`src/rtl/icache_ctrl_if.sv`:
```
// rtl/icache_ctrl_if.sv - IFU, cache-array and memory-bus interfaces for icache_ctrl
// The controller uses the slave side of the IFU port and the master side of the cache and memory ports.

interface icache_ifu_if;
  logic        ifu_reqValid;
  logic [29:0] ifu_addr;
  logic        ifu_reqReady;
  logic        ifu_respValid;
  logic        ifu_respReady;
  logic [31:0] ifu_rdata;
  logic        ifu_err;

  modport master (
    output ifu_reqValid, ifu_addr, ifu_respReady,
    input  ifu_reqReady, ifu_respValid, ifu_rdata, ifu_err
  );
  modport slave (
    input  ifu_reqValid, ifu_addr, ifu_respReady,
    output ifu_reqReady, ifu_respValid, ifu_rdata, ifu_err
  );
endinterface

interface icache_cache_if;
  logic        c_reqValid;
  logic        c_wen;
  logic [29:0] c_addr;
  logic [31:0] c_wdata;
  logic        c_is_hit;
  logic [31:0] c_rdata;
  logic        c_respValid;

  modport master (
    output c_reqValid, c_wen, c_addr, c_wdata,
    input  c_is_hit, c_rdata, c_respValid
  );
  modport slave (
    input  c_reqValid, c_wen, c_addr, c_wdata,
    output c_is_hit, c_rdata, c_respValid
  );
endinterface

interface icache_mem_if;
  logic        mem_arvalid;
  logic [31:0] mem_araddr;
  logic        mem_arready;
  logic        mem_rvalid;
  logic        mem_rready;
  logic [31:0] mem_rdata;
  logic [1:0]  mem_rresp;

  modport master (
    output mem_arvalid, mem_araddr, mem_rready,
    input  mem_arready, mem_rvalid, mem_rdata, mem_rresp
  );
  modport slave (
    input  mem_arvalid, mem_araddr, mem_rready,
    output mem_arready, mem_rvalid, mem_rdata, mem_rresp
  );
endinterface

```
`src/rtl/icache_ctrl.sv`:
```
// rtl/icache_ctrl.sv - instruction-cache controller: lookup, single-word miss fill, memory watchdog
// Optional hit/miss counters are built when ICACHE_CTRL_PERF_EN is defined.

module icache_ctrl #(
  parameter int TIMEOUT_W = 8
) (
  input  logic               clock,
  input  logic               reset,
  icache_ifu_if.slave        ifu,
  icache_cache_if.master     cache,
  icache_mem_if.master       mem,
  output logic [31:0]        perf_hits,
  output logic [31:0]        perf_misses
);

  typedef enum logic [2:0] {IDLE, LOOKUP, AR, R, FILL, RESP} state_t;

  // The check happens one count early so the abandon lands on the cycle the counter reaches all-ones.
  localparam logic [TIMEOUT_W-1:0] TO_LAST = {{(TIMEOUT_W-1){1'b1}}, 1'b0};

  state_t               state, state_nxt;
  logic [29:0]          addr_q, addr_nxt;
  logic [31:0]          data_q, data_nxt;
  logic                 err_q, err_nxt;
  logic [TIMEOUT_W-1:0] to_cnt, to_cnt_nxt;
  logic                 to_expire;
  logic                 unused_resp;

  assign to_expire   = (to_cnt == TO_LAST);
  assign unused_resp = cache.c_respValid;

  always_comb begin
    state_nxt  = state;
    addr_nxt   = addr_q;
    data_nxt   = data_q;
    err_nxt    = err_q;
    to_cnt_nxt = to_cnt;
    case (state)
      IDLE: begin
        if (ifu.ifu_reqValid) begin
          addr_nxt  = ifu.ifu_addr;
          err_nxt   = 1'b0;
          state_nxt = LOOKUP;
        end
      end
      LOOKUP: begin
        if (cache.c_is_hit) begin
          data_nxt  = cache.c_rdata;
          err_nxt   = 1'b0;
          state_nxt = RESP;
        end else begin
          to_cnt_nxt = '0;
          state_nxt  = AR;
        end
      end
      AR: begin
        to_cnt_nxt = to_cnt + 1'b1;
        if (mem.mem_arready) begin
          state_nxt = R;
        end else if (to_expire) begin
          err_nxt   = 1'b1;
          state_nxt = RESP;
        end
      end
      R: begin
        to_cnt_nxt = to_cnt + 1'b1;
        if (mem.mem_rvalid) begin
          data_nxt = mem.mem_rdata;
          if (mem.mem_rresp == 2'b00) begin
            state_nxt = FILL;
          end else begin
            err_nxt   = 1'b1;
            state_nxt = RESP;
          end
        end else if (to_expire) begin
          err_nxt   = 1'b1;
          state_nxt = RESP;
        end
      end
      FILL: state_nxt = RESP;
      RESP: begin
        if (ifu.ifu_respReady) state_nxt = IDLE;
      end
      default: state_nxt = IDLE;
    endcase
  end

  // Outputs are decoded from the next state so every port comes straight off a flop.
  always_ff @(posedge clock or posedge reset) begin
    if (reset) begin
      state               <= IDLE;
      addr_q              <= '0;
      data_q              <= '0;
      err_q               <= 1'b0;
      to_cnt              <= '0;
      ifu.ifu_reqReady    <= 1'b1;
      ifu.ifu_respValid   <= 1'b0;
      ifu.ifu_rdata       <= '0;
      ifu.ifu_err         <= 1'b0;
      cache.c_reqValid    <= 1'b0;
      cache.c_wen         <= 1'b0;
      cache.c_addr        <= '0;
      cache.c_wdata       <= '0;
      mem.mem_arvalid     <= 1'b0;
      mem.mem_araddr      <= '0;
      mem.mem_rready      <= 1'b0;
    end else begin
      state               <= state_nxt;
      addr_q              <= addr_nxt;
      data_q              <= data_nxt;
      err_q               <= err_nxt;
      to_cnt              <= to_cnt_nxt;
      ifu.ifu_reqReady    <= (state_nxt == IDLE);
      ifu.ifu_respValid   <= (state_nxt == RESP);
      ifu.ifu_rdata       <= (state_nxt == RESP) ? data_nxt : '0;
      ifu.ifu_err         <= (state_nxt == RESP) && err_nxt;
      cache.c_reqValid    <= (state_nxt == LOOKUP);
      cache.c_wen         <= (state_nxt == FILL);
      cache.c_addr        <= (state_nxt == LOOKUP || state_nxt == FILL) ? addr_nxt : '0;
      cache.c_wdata       <= (state_nxt == FILL) ? data_nxt : '0;
      mem.mem_arvalid     <= (state_nxt == AR);
      mem.mem_araddr      <= (state_nxt == AR) ? {addr_nxt, 2'b00} : '0;
      // Ready in IDLE drains late data from an abandoned read.
      mem.mem_rready      <= (state_nxt == R) || (state_nxt == IDLE);
    end
  end

`ifdef ICACHE_CTRL_PERF_EN
  always_ff @(posedge clock or posedge reset) begin
    if (reset) begin
      perf_hits   <= '0;
      perf_misses <= '0;
    end else if (state == LOOKUP) begin
      if (cache.c_is_hit) begin
        if (perf_hits != 32'hFFFF_FFFF) perf_hits <= perf_hits + 32'd1;
      end else begin
        if (perf_misses != 32'hFFFF_FFFF) perf_misses <= perf_misses + 32'd1;
      end
    end
  end
`else
  assign perf_hits   = '0;
  assign perf_misses = '0;
`endif

endmodule

```
`src/flat_wrapper.sv`:
```
// flat-port wrapper written by rule: the top's interface ports become plain ports
module icache_ctrl_flat 
#(
  parameter int TIMEOUT_W = 8
)
  (clock, reset, perf_hits, perf_misses, ifu_ifu_reqValid, ifu_ifu_addr, ifu_ifu_respReady, ifu_ifu_reqReady, ifu_ifu_respValid, ifu_ifu_rdata, ifu_ifu_err, cache_c_reqValid, cache_c_wen, cache_c_addr, cache_c_wdata, cache_c_is_hit, cache_c_rdata, cache_c_respValid, mem_mem_arvalid, mem_mem_araddr, mem_mem_rready, mem_mem_arready, mem_mem_rvalid, mem_mem_rdata, mem_mem_rresp);
  icache_ifu_if ifu_i ();
  icache_cache_if cache_i ();
  icache_mem_if mem_i ();
  input  logic clock;
  input  logic reset;
  output logic [31:0] perf_hits;
  output logic [31:0] perf_misses;
  input wire logic [$bits(ifu_i.ifu_reqValid)-1:0] ifu_ifu_reqValid;
  input wire logic [$bits(ifu_i.ifu_addr)-1:0] ifu_ifu_addr;
  input wire logic [$bits(ifu_i.ifu_respReady)-1:0] ifu_ifu_respReady;
  output wire logic [$bits(ifu_i.ifu_reqReady)-1:0] ifu_ifu_reqReady;
  output wire logic [$bits(ifu_i.ifu_respValid)-1:0] ifu_ifu_respValid;
  output wire logic [$bits(ifu_i.ifu_rdata)-1:0] ifu_ifu_rdata;
  output wire logic [$bits(ifu_i.ifu_err)-1:0] ifu_ifu_err;
  output wire logic [$bits(cache_i.c_reqValid)-1:0] cache_c_reqValid;
  output wire logic [$bits(cache_i.c_wen)-1:0] cache_c_wen;
  output wire logic [$bits(cache_i.c_addr)-1:0] cache_c_addr;
  output wire logic [$bits(cache_i.c_wdata)-1:0] cache_c_wdata;
  input wire logic [$bits(cache_i.c_is_hit)-1:0] cache_c_is_hit;
  input wire logic [$bits(cache_i.c_rdata)-1:0] cache_c_rdata;
  input wire logic [$bits(cache_i.c_respValid)-1:0] cache_c_respValid;
  output wire logic [$bits(mem_i.mem_arvalid)-1:0] mem_mem_arvalid;
  output wire logic [$bits(mem_i.mem_araddr)-1:0] mem_mem_araddr;
  output wire logic [$bits(mem_i.mem_rready)-1:0] mem_mem_rready;
  input wire logic [$bits(mem_i.mem_arready)-1:0] mem_mem_arready;
  input wire logic [$bits(mem_i.mem_rvalid)-1:0] mem_mem_rvalid;
  input wire logic [$bits(mem_i.mem_rdata)-1:0] mem_mem_rdata;
  input wire logic [$bits(mem_i.mem_rresp)-1:0] mem_mem_rresp;
  assign ifu_i.ifu_reqValid = ifu_ifu_reqValid;
  assign ifu_i.ifu_addr = ifu_ifu_addr;
  assign ifu_i.ifu_respReady = ifu_ifu_respReady;
  assign ifu_ifu_reqReady = ifu_i.ifu_reqReady;
  assign ifu_ifu_respValid = ifu_i.ifu_respValid;
  assign ifu_ifu_rdata = ifu_i.ifu_rdata;
  assign ifu_ifu_err = ifu_i.ifu_err;
  assign cache_c_reqValid = cache_i.c_reqValid;
  assign cache_c_wen = cache_i.c_wen;
  assign cache_c_addr = cache_i.c_addr;
  assign cache_c_wdata = cache_i.c_wdata;
  assign cache_i.c_is_hit = cache_c_is_hit;
  assign cache_i.c_rdata = cache_c_rdata;
  assign cache_i.c_respValid = cache_c_respValid;
  assign mem_mem_arvalid = mem_i.mem_arvalid;
  assign mem_mem_araddr = mem_i.mem_araddr;
  assign mem_mem_rready = mem_i.mem_rready;
  assign mem_i.mem_arready = mem_mem_arready;
  assign mem_i.mem_rvalid = mem_mem_rvalid;
  assign mem_i.mem_rdata = mem_mem_rdata;
  assign mem_i.mem_rresp = mem_mem_rresp;
  icache_ctrl #(.TIMEOUT_W(TIMEOUT_W)) u_core (.clock(clock), .reset(reset), .ifu(ifu_i), .cache(cache_i), .mem(mem_i), .perf_hits(perf_hits), .perf_misses(perf_misses));
endmodule
```
`config.mk`:
```
export PLATFORM = sky130hd
export DESIGN_NAME = icache_ctrl_flat
export DESIGN_NICKNAME = d
export VERILOG_FILES = /design/src/rtl/icache_ctrl_if.sv /design/src/rtl/icache_ctrl.sv /design/src/flat_wrapper.sv
export SDC_FILE = /design/constraint.sdc
export NUM_CORES = 1
export LEC_CHECK = 0
export CELL_PAD_IN_SITES_DETAIL_PLACEMENT = 0
export CELL_PAD_IN_SITES_GLOBAL_PLACEMENT = 1
export CORE_AREA = 3 3 157 159
export DETAILED_ROUTE_END_ITERATION = 8
export DIE_AREA = 0 0 160 162
export GPL_TIMING_DRIVEN = 0
export PLACE_DENSITY = 0.76
export REMOVE_ABC_BUFFERS = 1
export SYNTH_ARGS = -nofsm -noshare
export SYNTH_HDL_FRONTEND = slang
export SYNTH_SLANG_ARGS = --single-unit
```
`constraint.sdc`:
```
create_clock -name clock -period 8.8 [get_ports clock]
set_input_delay 1.76 -clock clock [delete_from_list [all_inputs] [get_ports clock]]
set_output_delay 1.76 -clock clock [all_outputs]
set_load 0.005 [all_outputs]
```
==> impl_results.md <==
* Status: finished clean
* Final wirelength at 20,100 um
* Pwr dens at roughly 330 mW/mm^2
* Cts bufs inserted at 24
* Max VDD drop at 170 uV
* H-Tree Depth at 1
* Area of the core at 0.0234 mm^2
* Top cell type's share of synthesized area at 0.665
* P&R area growth vs syn at 43.6%
* Post-synth top flop: dfrtp_1
* Top-level I/O count at 301
* Clock Path Buffers at 3
* DR vias at 5,252
* Fraction of layout cells with a size suffix above 1 at 0.0679
* Hold crit path type: register to register
* Endpoint kind of the worst setup timing path: register
* Yosys warns at 0
* Pre-CTS setup slack at 3.92 ns
* Hpwl dp at 13,700 um
* Post-Synthesis Cells at 647
* EDFF count, synth at 0
* Hold Slack at 0.483 ns
* Nets at around 1,000
* Worst setup margin at 4.49 ns
* First-pass GRT wire length at 31,000 um
* CTS resizes at 0
* Post-Syn Area at between 0.007 and 0.008 mm^2
* Gr ovfl total at 0
* CTS root buf: clkbuf_16
* CP max FO at 33
* Vias in the first global route at roughly 5,300
* Hold Vio Cnt, Final at 0
* Final Max Tran Viols at 0
* Sequential share of the synthesized area at 0.668
* FMAX at 232 MHz
* GRT Util Overall at 0.150
* Max-Cap Viols at 0
* Setup-failing EPs final at 0
* Final Util at 0.471
* Share of flip-flops with an asynchronous set or reset at 1.00
* Final ANT Viol Nets at 0
* Min cycle time layout at 4.31 ns
* Antenna violations before repair at 0
* Crit path DAT at 4.73 ns
* Initial Util at 0.328
* Leak at 5.28 nW
* Row count at 56
* Largest area contributor in the netlist: dfrtp_1
* Die H at between 150 and 200 um
* Post-synthesis cell type count at 46
* Clock Sinks at 205
* # hold bufs at CTS at 0
* DRT Pass-1 Iters at 5
* CTS tree: built
* Slew margin rel. at 0.0842
* Element type at the critical path start: input port
* Post-Syn Area per Cell at roughly 12 um^2
* ANT cells at 0
* Critical setup path kind: input port to register
* Worst path required time at 9.22 ns
* Largest net degree at the start of global routing at 106
* Final Skew at 0.0157 ns
* WL per Instance at 16.6 um
* Fin crit share at 0.490
* #FFs+latches synth at around 210
* Port Buffer Count at 233
* DR iter-0 viols at 336
* GP Congestion at between 0.7 and 0.8
* Total chip power at 3.66 mW
* Skew-Pair Late Insertion Delay at slightly above 0.5 ns
* Reg clk slew, reported paths at 0.06 ns
* Placed Area at 0.0102 mm^2
* Width of the die at 160 um
* Design area at 0.0110 mm^2
* Worst-Margin Slew at 1.37 ns
* DRC viols at 0
* Synth area leaders: dfrtp_1, buf_4, nor2_1
* Via density at 4.32
* RSZ-0062 raised after global routing: false
* Total Die Area at about 0.026 mm^2
* # Post-CTS Setup Buffers at 0
[worst max-delay path: stages]
cell	delay [ns]
clkdlybuf4s50_1	0.62
nor4bb_4	0.83
a31o_2	0.25
o21bai_4	0.19
nand3_2	0.73
nor2_1	0.30
[logic make-up after synthesis]
| logic type | share of synthesized area |
|---|---|
| multiplexers | 0.0406 |
| other | 0.000488 |
| XOR/XNOR | 0.00114 |
| adder cells (fa/ha/maj) | 0.00326 |
| AND/OR/NAND/NOR | 0.0947 |
| flip-flops | 0.668 |
| AO/OA/AOI/OAI | 0.0735 |
| buffers and inverters | 0.118 |
[sequential cells by signal (all words and copies together) (netlist names), 3 cells and up]
register               flops
u_core.addr_q             30
u_core.cache.c_addr       30
u_core.cache.c_wdata      32
u_core.data_q             32
u_core.ifu.ifu_rdata      32
u_core.mem.mem_araddr     30
u_core.state               3
u_core.to_cnt              8
[through the flow]
stage          std cells  TNS [ns]
6_report            1217         0
5_1_grt             1217         0
4_1_cts             1217         0
3_5_place_dp        1174         0
3_3_place_gp        1166   -351.24
2_1_floorplan        614         0
[per-layer routing]
layer  up-vias  track usage  share of wire
met1      2620        0.187           0.40
li1       2450            -              -
met2       154        0.261           0.52
met4         0       0.0414          0.022
met3        28       0.0393          0.059
met5         -            0              0
[area by class of cell]
| class | instances | area [um^2] |
|---|---|---|
| tap | 319 | 399 |
| clock buffer | 33 | 684 |
| sequential | 205 | 5130 |
| fill | 2184 | 12400 |
| timing repair buffer | 241 | 2490 |
| multi-input combinational | 339 | 1930 |
| clock inverter | 10 | 116 |
| inverter | 70 | 270 |
[power breakdown]
part           internal [mW]  total [mW]  switching (mW)
Sequential              1.28        1.39           0.117
Combinational          0.607        1.28           0.674
Clock                  0.602       0.986           0.383
Total                   2.49        3.66            1.17
[cell usage after synthesis, types with 3 or more instances]
library cell  number
a21oi_1            4
and3_1             4
nor2b_1            3
nand2b_1           4
inv_1             70
dfrtp_1          204
a31oi_1            3
nand4_1            3
nand3_1            4
o22ai_1            3
a222oi_1          31
clkbuf_1          11
nor2_1           133
nand2_1           11
mux2i_1           30
buf_4             67
o21ai_0           11
buf_2             20
[worst paths after layout]
| kind | start | endpoint | slack [ns] | cells after the start |
|---|---|---|---|---|
| max | cache_c_is_hit | u_core.cache.c_wdata[21] | 4.49 | 6 |
| min reg2reg | u_core.to_cnt[7] | u_core.to_cnt[7] | 0.48 | 1 |
| min | u_core.to_cnt[7] | u_core.to_cnt[7] | 0.48 | 1 |
| max in group asynchronous | reset | u_core.err_q | 6.07 | 3 |
| max reg2reg | u_core.state[1] | u_core.cache.c_wdata[21] | 5.76 | 5 |
| min in group asynchronous | reset | u_core.addr_q[13] | 1.76 | 2 |
[layout by cell type, fill, tap and decap left out, types with 2 or more instances in the layout]
cell             Yosys  routed
a21oi_1              4       4
a222oi_1            31      31
a31oi_1              3       2
and3_1               4       3
buf_12               0       2
buf_16               0       3
buf_6                0       2
bufinv_16            0       2
clkbuf_1            11       4
clkbuf_16            0      24
clkbuf_8             0       5
clkdlybuf4s50_1      0     233
clkinv_2             0       5
clkinvlp_4           0       2
conb_1               1      66
dfrtp_1            204     204
ha_1                 2       2
inv_1               70      69
mux2i_1             30      30
nand2_1             11      11
nand2b_1             4       4
nand3_1              4       3
nand3_2              1       2
nand4_1              3       3
nor2_1             133     133
nor2b_1              3       3
o21ai_0             11      11
o22ai_1              3       3
o31ai_1              2       2
or3_1                2       2
No activity file was read; power rests on OpenSTA's default activity.
